[src/rtl/mem_indirect_pkg.sv]
// Shared definitions for the indirect memory access protocol: register map
// of the mem_if target and the operation codes written to its OP register.
// Used by the initiator (mem_indirect_master) and by any responder.
package mem_indirect_pkg;

  localparam int unsigned REG_OP            = 3;
  localparam int unsigned REG_INDIRECT_ADDR = 4;
  localparam int unsigned REG_INDIRECT_DATA = 5;
  localparam int unsigned REG_RDDATA        = 6;

  typedef enum logic [1:0] {
    OPC_NOP = 2'b00,
    OPC_RD  = 2'b01,
    OPC_WR  = 2'b10
  } op_t;

endpackage

[src/rtl/mem_indirect_master.sv]
// Indirect memory access initiator. Turns a single command (read or write of
// one indirect address) into a sequence of register accesses on mem_if:
// INDIRECT_ADDR / INDIRECT_DATA / OP writes, then an RDDATA read for reads.
//
// Ports
//   clk_i, arstn_i        clock, asynchronous active-low reset
//   cmd_valid_i/ready_o   command handshake (ready only in IDLE)
//   cmd_write_i           1 = write, 0 = read
//   cmd_addr_i            indirect address
//   cmd_wdata_i           write data
//   rsp_valid_o           one-cycle completion pulse
//   rsp_rdata_o           read data (0 for writes / timeout), held to next rsp
//   rsp_error_o           read timeout flag, held to next rsp
//   mem_wr_o, mem_rd_o    register bus strobes (never both high)
//   mem_addr_o,mem_data_o register address / write data (0 when idle)
//   mem_rddata_i          register read data
//   mem_rddatavalid_i     read data qualifier (only looked at in R_DATA)
module mem_indirect_master
  import mem_indirect_pkg::*;
#(
  parameter int unsigned DWIDTH          = 8,
  parameter int unsigned AWIDTH          = 8,
  parameter int unsigned INDIRECT_AWIDTH = 8,
  parameter int unsigned TIMEOUT         = 15
) (
  input  logic                       clk_i,
  input  logic                       arstn_i,
  input  logic                       cmd_valid_i,
  output logic                       cmd_ready_o,
  input  logic                       cmd_write_i,
  input  logic [INDIRECT_AWIDTH-1:0] cmd_addr_i,
  input  logic [DWIDTH-1:0]          cmd_wdata_i,
  output logic                       rsp_valid_o,
  output logic [DWIDTH-1:0]          rsp_rdata_o,
  output logic                       rsp_error_o,
  output logic                       mem_wr_o,
  output logic                       mem_rd_o,
  output logic [AWIDTH-1:0]          mem_addr_o,
  output logic [DWIDTH-1:0]          mem_data_o,
  input  logic [DWIDTH-1:0]          mem_rddata_i,
  input  logic                       mem_rddatavalid_i
);

  localparam int unsigned CW = $clog2(TIMEOUT + 1);

  // Each state name describes what the bus shows during that state; the bus
  // register for the next state is loaded on the transition into it.
  typedef enum logic [3:0] {
    INIT,
    IDLE,
    W_ADDR,
    W_DATA,
    W_OP,
    R_ADDR,
    R_OP,
    R_WAIT,
    R_REQ,
    R_DATA,
    OP_NOP,
    RESP
  } state_t;

  state_t            r_state;
  logic              r_ready;
  logic [DWIDTH-1:0] r_cmd_wdata;
  logic [CW-1:0]     r_cnt;
  logic [DWIDTH-1:0] r_cap_data;
  logic              r_cap_err;
  logic              r_rsp_valid;
  logic [DWIDTH-1:0] r_rsp_rdata;
  logic              r_rsp_error;
  logic              r_wr;
  logic              r_rd;
  logic [AWIDTH-1:0] r_bus_addr;
  logic [DWIDTH-1:0] r_bus_data;

  always_ff @(posedge clk_i or negedge arstn_i) begin
    if (!arstn_i) begin
      r_state     <= INIT;
      r_ready     <= 1'b0;
      r_cmd_wdata <= '0;
      r_cnt       <= '0;
      r_cap_data  <= '0;
      r_cap_err   <= 1'b0;
      r_rsp_valid <= 1'b0;
      r_rsp_rdata <= '0;
      r_rsp_error <= 1'b0;
      r_wr        <= 1'b0;
      r_rd        <= 1'b0;
      r_bus_addr  <= '0;
      r_bus_data  <= '0;
    end else begin
      // Bus and pulse defaults: idle bus with zero addr/data unless a state
      // below schedules an access for the next cycle.
      r_wr        <= 1'b0;
      r_rd        <= 1'b0;
      r_bus_addr  <= '0;
      r_bus_data  <= '0;
      r_rsp_valid <= 1'b0;

      unique case (r_state)
        INIT: begin
          // Park the responder in NOP in case reset hit mid-operation.
          r_wr       <= 1'b1;
          r_bus_addr <= AWIDTH'(REG_OP);
          r_bus_data <= DWIDTH'(OPC_NOP);
          r_state    <= IDLE;
        end
        IDLE: begin
          if (r_ready && cmd_valid_i) begin
            r_ready     <= 1'b0;
            r_cmd_wdata <= cmd_wdata_i;
            r_wr        <= 1'b1;
            r_bus_addr  <= AWIDTH'(REG_INDIRECT_ADDR);
            r_bus_data  <= DWIDTH'(cmd_addr_i);
            r_state     <= cmd_write_i ? W_ADDR : R_ADDR;
          end else begin
            r_ready <= 1'b1;
          end
        end
        W_ADDR: begin
          r_wr       <= 1'b1;
          r_bus_addr <= AWIDTH'(REG_INDIRECT_DATA);
          r_bus_data <= r_cmd_wdata;
          r_state    <= W_DATA;
        end
        W_DATA: begin
          r_wr       <= 1'b1;
          r_bus_addr <= AWIDTH'(REG_OP);
          r_bus_data <= DWIDTH'(OPC_WR);
          r_state    <= W_OP;
        end
        W_OP: begin
          r_wr       <= 1'b1;
          r_bus_addr <= AWIDTH'(REG_OP);
          r_bus_data <= DWIDTH'(OPC_NOP);
          r_cap_data <= '0;
          r_cap_err  <= 1'b0;
          r_state    <= OP_NOP;
        end
        R_ADDR: begin
          r_wr       <= 1'b1;
          r_bus_addr <= AWIDTH'(REG_OP);
          r_bus_data <= DWIDTH'(OPC_RD);
          r_state    <= R_OP;
        end
        R_OP: begin
          r_state <= R_WAIT;
        end
        R_WAIT: begin
          r_rd       <= 1'b1;
          r_bus_addr <= AWIDTH'(REG_RDDATA);
          r_state    <= R_REQ;
        end
        R_REQ: begin
          r_cnt   <= CW'(1);
          r_state <= R_DATA;
        end
        R_DATA: begin
          if (mem_rddatavalid_i || (r_cnt == CW'(TIMEOUT))) begin
            r_cap_data <= mem_rddatavalid_i ? mem_rddata_i : '0;
            r_cap_err  <= !mem_rddatavalid_i;
            r_cnt      <= '0;
            r_wr       <= 1'b1;
            r_bus_addr <= AWIDTH'(REG_OP);
            r_bus_data <= DWIDTH'(OPC_NOP);
            r_state    <= OP_NOP;
          end else begin
            r_cnt <= r_cnt + CW'(1);
          end
        end
        OP_NOP: begin
          // Response fields change only here so they hold between responses.
          r_rsp_valid <= 1'b1;
          r_rsp_rdata <= r_cap_data;
          r_rsp_error <= r_cap_err;
          r_state     <= RESP;
        end
        RESP: begin
          r_ready <= 1'b1;
          r_state <= IDLE;
        end
        default: begin
          r_state <= INIT;
        end
      endcase
    end
  end

  assign cmd_ready_o = r_ready;
  assign rsp_valid_o = r_rsp_valid;
  assign rsp_rdata_o = r_rsp_rdata;
  assign rsp_error_o = r_rsp_error;
  assign mem_wr_o    = r_wr;
  assign mem_rd_o    = r_rd;
  assign mem_addr_o  = r_bus_addr;
  assign mem_data_o  = r_bus_data;

endmodule
[config.mk]
export PLATFORM = sky130hd
export DESIGN_NAME = mem_indirect_master
export DESIGN_NICKNAME = d
export VERILOG_FILES = /design/src/rtl/mem_indirect_pkg.sv /design/src/rtl/mem_indirect_master.sv
export SDC_FILE = /design/constraint.sdc
export NUM_CORES = 1
export LEC_CHECK = 0
export CAP_MARGIN = 20
export CORE_ASPECT_RATIO = 1.25
export CORE_MARGIN = 2
export CORE_UTILIZATION = 25
export DETAILED_ROUTE_END_ITERATION = 8
export GPL_ROUTABILITY_DRIVEN = 0
export PLACE_DENSITY = 0.46
export SLEW_MARGIN = 20
export SYNTH_ARGS = -nofsm -noshare
export SYNTH_HDL_FRONTEND = slang
export SYNTH_SLANG_ARGS = --single-unit
export TNS_END_PERCENT = 30
[constraint.sdc]
create_clock -name clk_i -period 1.5 [get_ports clk_i]
set_input_delay 0.3 -clock clk_i [delete_from_list [all_inputs] [get_ports clk_i]]
set_output_delay 0.3 -clock clk_i [all_outputs]
set_load 0.02 [all_outputs]
# == After elaboration in Yosys (flattened, before gate mapping) ==
# Cells that the tools add are included.
# totals
wordCells,64
input_bits,29
romBits,0
mem_count,0
ff_bits,54
out_inout_bits,29
mem_bits_rw,0
latch_bits,0
# classes
n_addsub,1
shifts,0
reduce_logical,13
n_mul,0
bitwise_logic,0
n_lt_le_gt_ge,0
div,0
n_eq_ne,14
muxes,23
# op_table
operator,n
$pmux W4 S11,1
$pmux W8 S4,1
$mux W8,3
$eq A4 B4 Y1 const B,5
$eq A4 B3 Y1 const B,4
$pmux W8 S2,1
$pmux W3 S5,1
$mux W4,3
$eq A4 B2 Y1 const B,2
$pmux W4 S2,1
$mux W1,6
$mux W3,2
$reduce_and A2 Y1,3
$reduce_bool A2 Y1,3
$reduce_or A5 Y1,1
$add A4 B1 Y4 const B,1
$eq A4 B1 Y1 const B,1
$logic_not A4 Y1,1
$ne A2 B2 Y1 const B,2
$pmux W1 S2,2
$reduce_or A4 Y1,1
$pmux W1 S3,1
$mux W2,1
$reduce_or A2 Y1,1
3 further kinds,3

# == Longest topological paths before layout ==
# depth
word_depth,4
ltp_mapped,6
depth_no_buf,4

# == Worst setup path after synthesis ==
# No wires, ideal clock.
# synth_timing
path_type,reg2reg
start,register r_state[1]
end,register r_cmd_wdata[5]
period_less_slack_ns,1.605
required_ns,1.375
arrival_ns,1.480
path_stages_with_launch,6
path_slack_ns,-0.105
path_cell_list,dfrtp_1 nor4b_4 and2b_1 buf_4 buf_6 mux2_2
# synth_between
elab_chain_len,2
# synth_rtl
element,line_no,text
start: declaration,mem_indirect_master.sv:63,state_t r_state;
start signal: assignment,mem_indirect_master.sv:116,r_state <= cmd_write_i ? W_ADDR : R_ADDR;
$eq A4 B1 Y1,mem_indirect_master.sv:101,unique case (r_state)
$reduce_and A2 Y1 (no line),-,
end signal: assignment,mem_indirect_master.sv:112,r_cmd_wdata <= cmd_wdata_i;
end: declaration,mem_indirect_master.sv:65,logic [DWIDTH-1:0] r_cmd_wdata;
# Every way passes these cells.
# A chain may end at the register's enable or synchronous reset.

# == Worst setup path in the final report ==
# layout_timing
start,register r_state[0]
end,"register r_bus_addr[2], in the netlist mem_addr_o[2]"
# layout_between
elab_chain_len,3
# layout_rtl
element,line_no,text
$eq A4 B3 Y1 (tied with other cells),mem_indirect_master.sv:101,
$reduce_or A4 Y1 (no line),-,
$pmux W3 S5 (*),mem_indirect_master.sv:101,
end signal: assignment,mem_indirect_master.sv:105,r_bus_addr <= AWIDTH'(REG_OP);
end signal: assignment,mem_indirect_master.sv:114,r_bus_addr <= AWIDTH'(REG_INDIRECT_ADDR);
end signal: assignment,mem_indirect_master.sv:123,r_bus_addr <= AWIDTH'(REG_INDIRECT_DATA);
end: declaration,mem_indirect_master.sv:74,logic [AWIDTH-1:0] r_bus_addr;
# Mark *: on every way between the ends. The rest lies on a longest branch, timed or not.

==> summary.txt <==
Status
  – Status: complete, but fails checks
  – Violated checks: setup timing

Yosys
  – Commonest cells post-synth: 49 x dfrtp_1, 19 x mux2_2, 14 x a22o_1, 8 x nand2b_1, 7 x o21ai_0
  – #FFs+latches synth: 49
  – Area leader, netlist: dfrtp_1
  – Synth Cell Area: 2150 um^2
  – Multiplexer area fraction after synthesis: 10.4%
  – Post-Synth Adder-Cell Area: 0.581%
  – Ys async rst share: 100%
  – Syn Inst Count: 170
  – Most common cell in the netlist: dfrtp_1
  – Top-area cell type share of the netlist area: 57.0%
  – Number of synthesis warnings: 0
  – Register area share after synthesis: 57.0%
  – Area fraction in compound gates after synthesis: between 10% and 20%
  – Syn avg cell area: about 13 um^2
  – Simple-Gate Fraction of Synth Area: about an eighth
  – Most used DFF post-synth: dfrtp_1
  – Largest family of logic cells by synthesized area: compound AO/OA/AOI/OAI gates
  – Post-synthesis cell type count: 41
  – Synth Area in XOR/XNOR: 0%
  – Number of synthesized flops with an enable pin: 0
  – Leading post-synthesis cells by cell area: dfrtp_1 57%, mux2_2 9.9%, a22o_1 5.7%

Floorplanning
  – Rows: 37
  – Die ar.: 9370 um^2
  – Die Y-Extent: 108 um
  – Chip width: 87.0 um
  – Initial Util: 26.0%
  – Core Region: 8290 um^2
  – I/O pins: 58

STA
  – Final Hold Vio Count: 0
  – Hold slack: 449 ps
  – Post-layout minimum cycle time: between 1500 and 2000 ps
  – Fmax: 636 MHz
  – Final setup violation count: 11
  – Setup TNS: -580 ps
  – Final WS setup: -72.5 ps
  – Unrepaired setup endpoints after global routing: true
  – Slew Viols, Final: 0
  – Skew final: around 7.4 ps
  – Tcrit/Tclk final: 105%

Finish
  – Fillers: 824
  – Final instance area: ~3200 um^2
  – Final Non-Filler Cells: between 300 and 400
  – Layout cells sized above 1: 30.6%
  – Reg area: 1230 um^2
  – Fin util: ~39%
  – Final-stage net count: 281
  – ANT cells: 0
  – Layout area overhead: 49.5%
  – Multi-input gate area: 923 um^2

Global route
  – Antenna violations before repair: 0
  – Total GRT Usage: 11.5%
  – Global route overflow: 0
  – Vias in the first global route: between 1500 and 2000
  – First-pass GRT wire length: between 8000 and 9000 um
  – Maximum number of pins on one net before global-route repair: 21

Pwr
  – Internal cell power: 3.72 mW
  – Leakage: 1.51 nW
  – Overall Power: 5.82 mW
  – Net Sw Frac: 36.2%
  – Pwr Density: about 1800 nW/um^2
  – Sw power: 2.11 mW
  – Peak supply drop: 529 uV
  – Combinational power share: 49.5%
  – Clock Power Share: 13.2%
  – Sequential Power Share: 37.3%

Worst setup path
  – CP peak stage delay: 460 ps
  – CP Max Fanout: 8
  – Crit path capture type: register
  – Critical path arrival: 1760 ps
  – WP data required: ~1700 ps
  – Reg2Reg Depth: 5
  – Slowest CP cell: dfrtp_2
  – Setup CP Type: register to register
  – Startpoint types: register
  – Worst path cell trace: nor4b_4, and2b_2, buf_12, clkbuf_16, or3_1

Place
  – Cell count after placement: 333
  – Dpl hpwl: 3640 um
  – Placed cell areas: 2980 um^2
  – Dpl ws: -217 ps
  – Port Buffers: 52

CTS
  – CTS tree: done
  – Clock latency on the worst-skew pair: 300 ps
  – CTS buffer count: 5
  – CTS Buffer Depth: 2
  – Worst-path clk slew: about 90 ps
  – Sink Count: 49
  – Root Driver: clkbuf_8
  – H-tree depth: 2

Detailed routing
  – Via total after detailed routing: 1607
  – Via-to-Cell Ratio: 4.60
  – Post-route ant nets: 0
  – DR pass1 iterations: 4
  – DRC: 0
  – DRT iter0 DRCs: 63
  – Post-Route WL: 5200 um
  – Wirelength per Cell: 14.9 um

Worst hold path
  – Hold Crit Class: input port to asynchronous set/reset pin

Job
  – Max Cap Violations: 0
-- cell usage in the layout (no fill, tap or decap), types with 2 or more instances in the layout --
cell type        instances
clkinvlp_4               2
nor2b_1                  2
nor2_1                   4
nand3_1                  4
nor4b_4                  2
nor3_4                   2
a31oi_1                  2
clkdlybuf4s50_1         27
buf_4                   21
clkbuf_8                 5
conb_1                   5
dlygate4sd2_1           24
a22o_1                  14
nand2_1                  6
buf_6                    4
o211ai_1                 3
nand2b_1                 6
nor4b_1                  2
inv_1                    3
mux2_4                   8
o21ai_0                  7
mux2_2                  11
nor3_1                   2
a21oi_1                  4
dfrtp_2                  4
dfrtp_1                 45
or3_1                    2
buf_12                   6
-- layout make-up --
class / instances / area share [%]
Clock inverter: 2 / 0.467
Tap cell: 97 / 3.77
Sequential cell: 49 / 38.3
Clock buffer: 6 / 2.26
Multi-Input combinational cell: 107 / 28.7
Inverter: 3 / 0.350
Timing Repair Buffer: 85 / 26.2
-- state kept, by name, indices dropped and copies added, names as in the netlist, 3 cells and up --
signal and flops:
r_cmd_wdata 8, r_state 4, mem_addr_o 3, rsp_rdata_o 8, r_cnt 4, mem_data_o 8
r_cap_data 8
-- power by group through the flow --
stage	clock (mW)	combinational [mW]	sequential (mW)
detailed placement	0	2.68	2.20
CTS	0.814	2.60	2.17
finish	0.772	2.88	2.17
global route	0.850	3.14	2.27
floorplan	0	1.35	2.39
global placement	0	2.66	2.19
-- per-layer routing --
layer,vias up,global-route usage (%),share of wire [%]
met3,4,2.76,4.2
met2,41,18.9,50
li1,773,-,-
met5,-,0,0
met4,0,4.02,1.4
met1,789,14.5,44
-- path summary, 6_finish.rpt --
check | from | endpoint | slack, ps
worst max-delay path | r_state[0] | mem_addr_o[2] | -70
max in group asynchronous | arstn_i | r_state[3] | 610
worst max register to register | r_state[0] | mem_addr_o[2] | -70
worst min register to register | r_cap_data[5] | r_cap_data[5] | 500
min in group clk_i | r_cap_data[5] | r_cap_data[5] | 500
worst min-delay path | arstn_i | r_cnt[1] | 450
-- cell families (layout without fill, tap and decap cells) --
group           Yosys count  in the layout
fa+ha+maj                 1              1
buf+inv                  18             96
simple gates             41             41
mux                      20             20
compound gates           40             40
flops                    49             49
other cells               1              5
-- critical path, delay by kind of cell, from the launching register on --
kind	cells	cell delay (ps)
buf+inv	2	280
simple gates	3	730
flops	1	460
-- timing repair --
item / 4_1_cts / 5_1_grt
endpoints found under the hold margin: 12 / 0
pin swaps: 0 / 5
gates resized for setup: 31 / 16
setup endpoints to repair: 57 / 35
setup buffers: 1 / 5
hold buffers: 1 / 0
gates cloned: 0 / 1
Note: power is estimated with default switching activity, not from simulation.
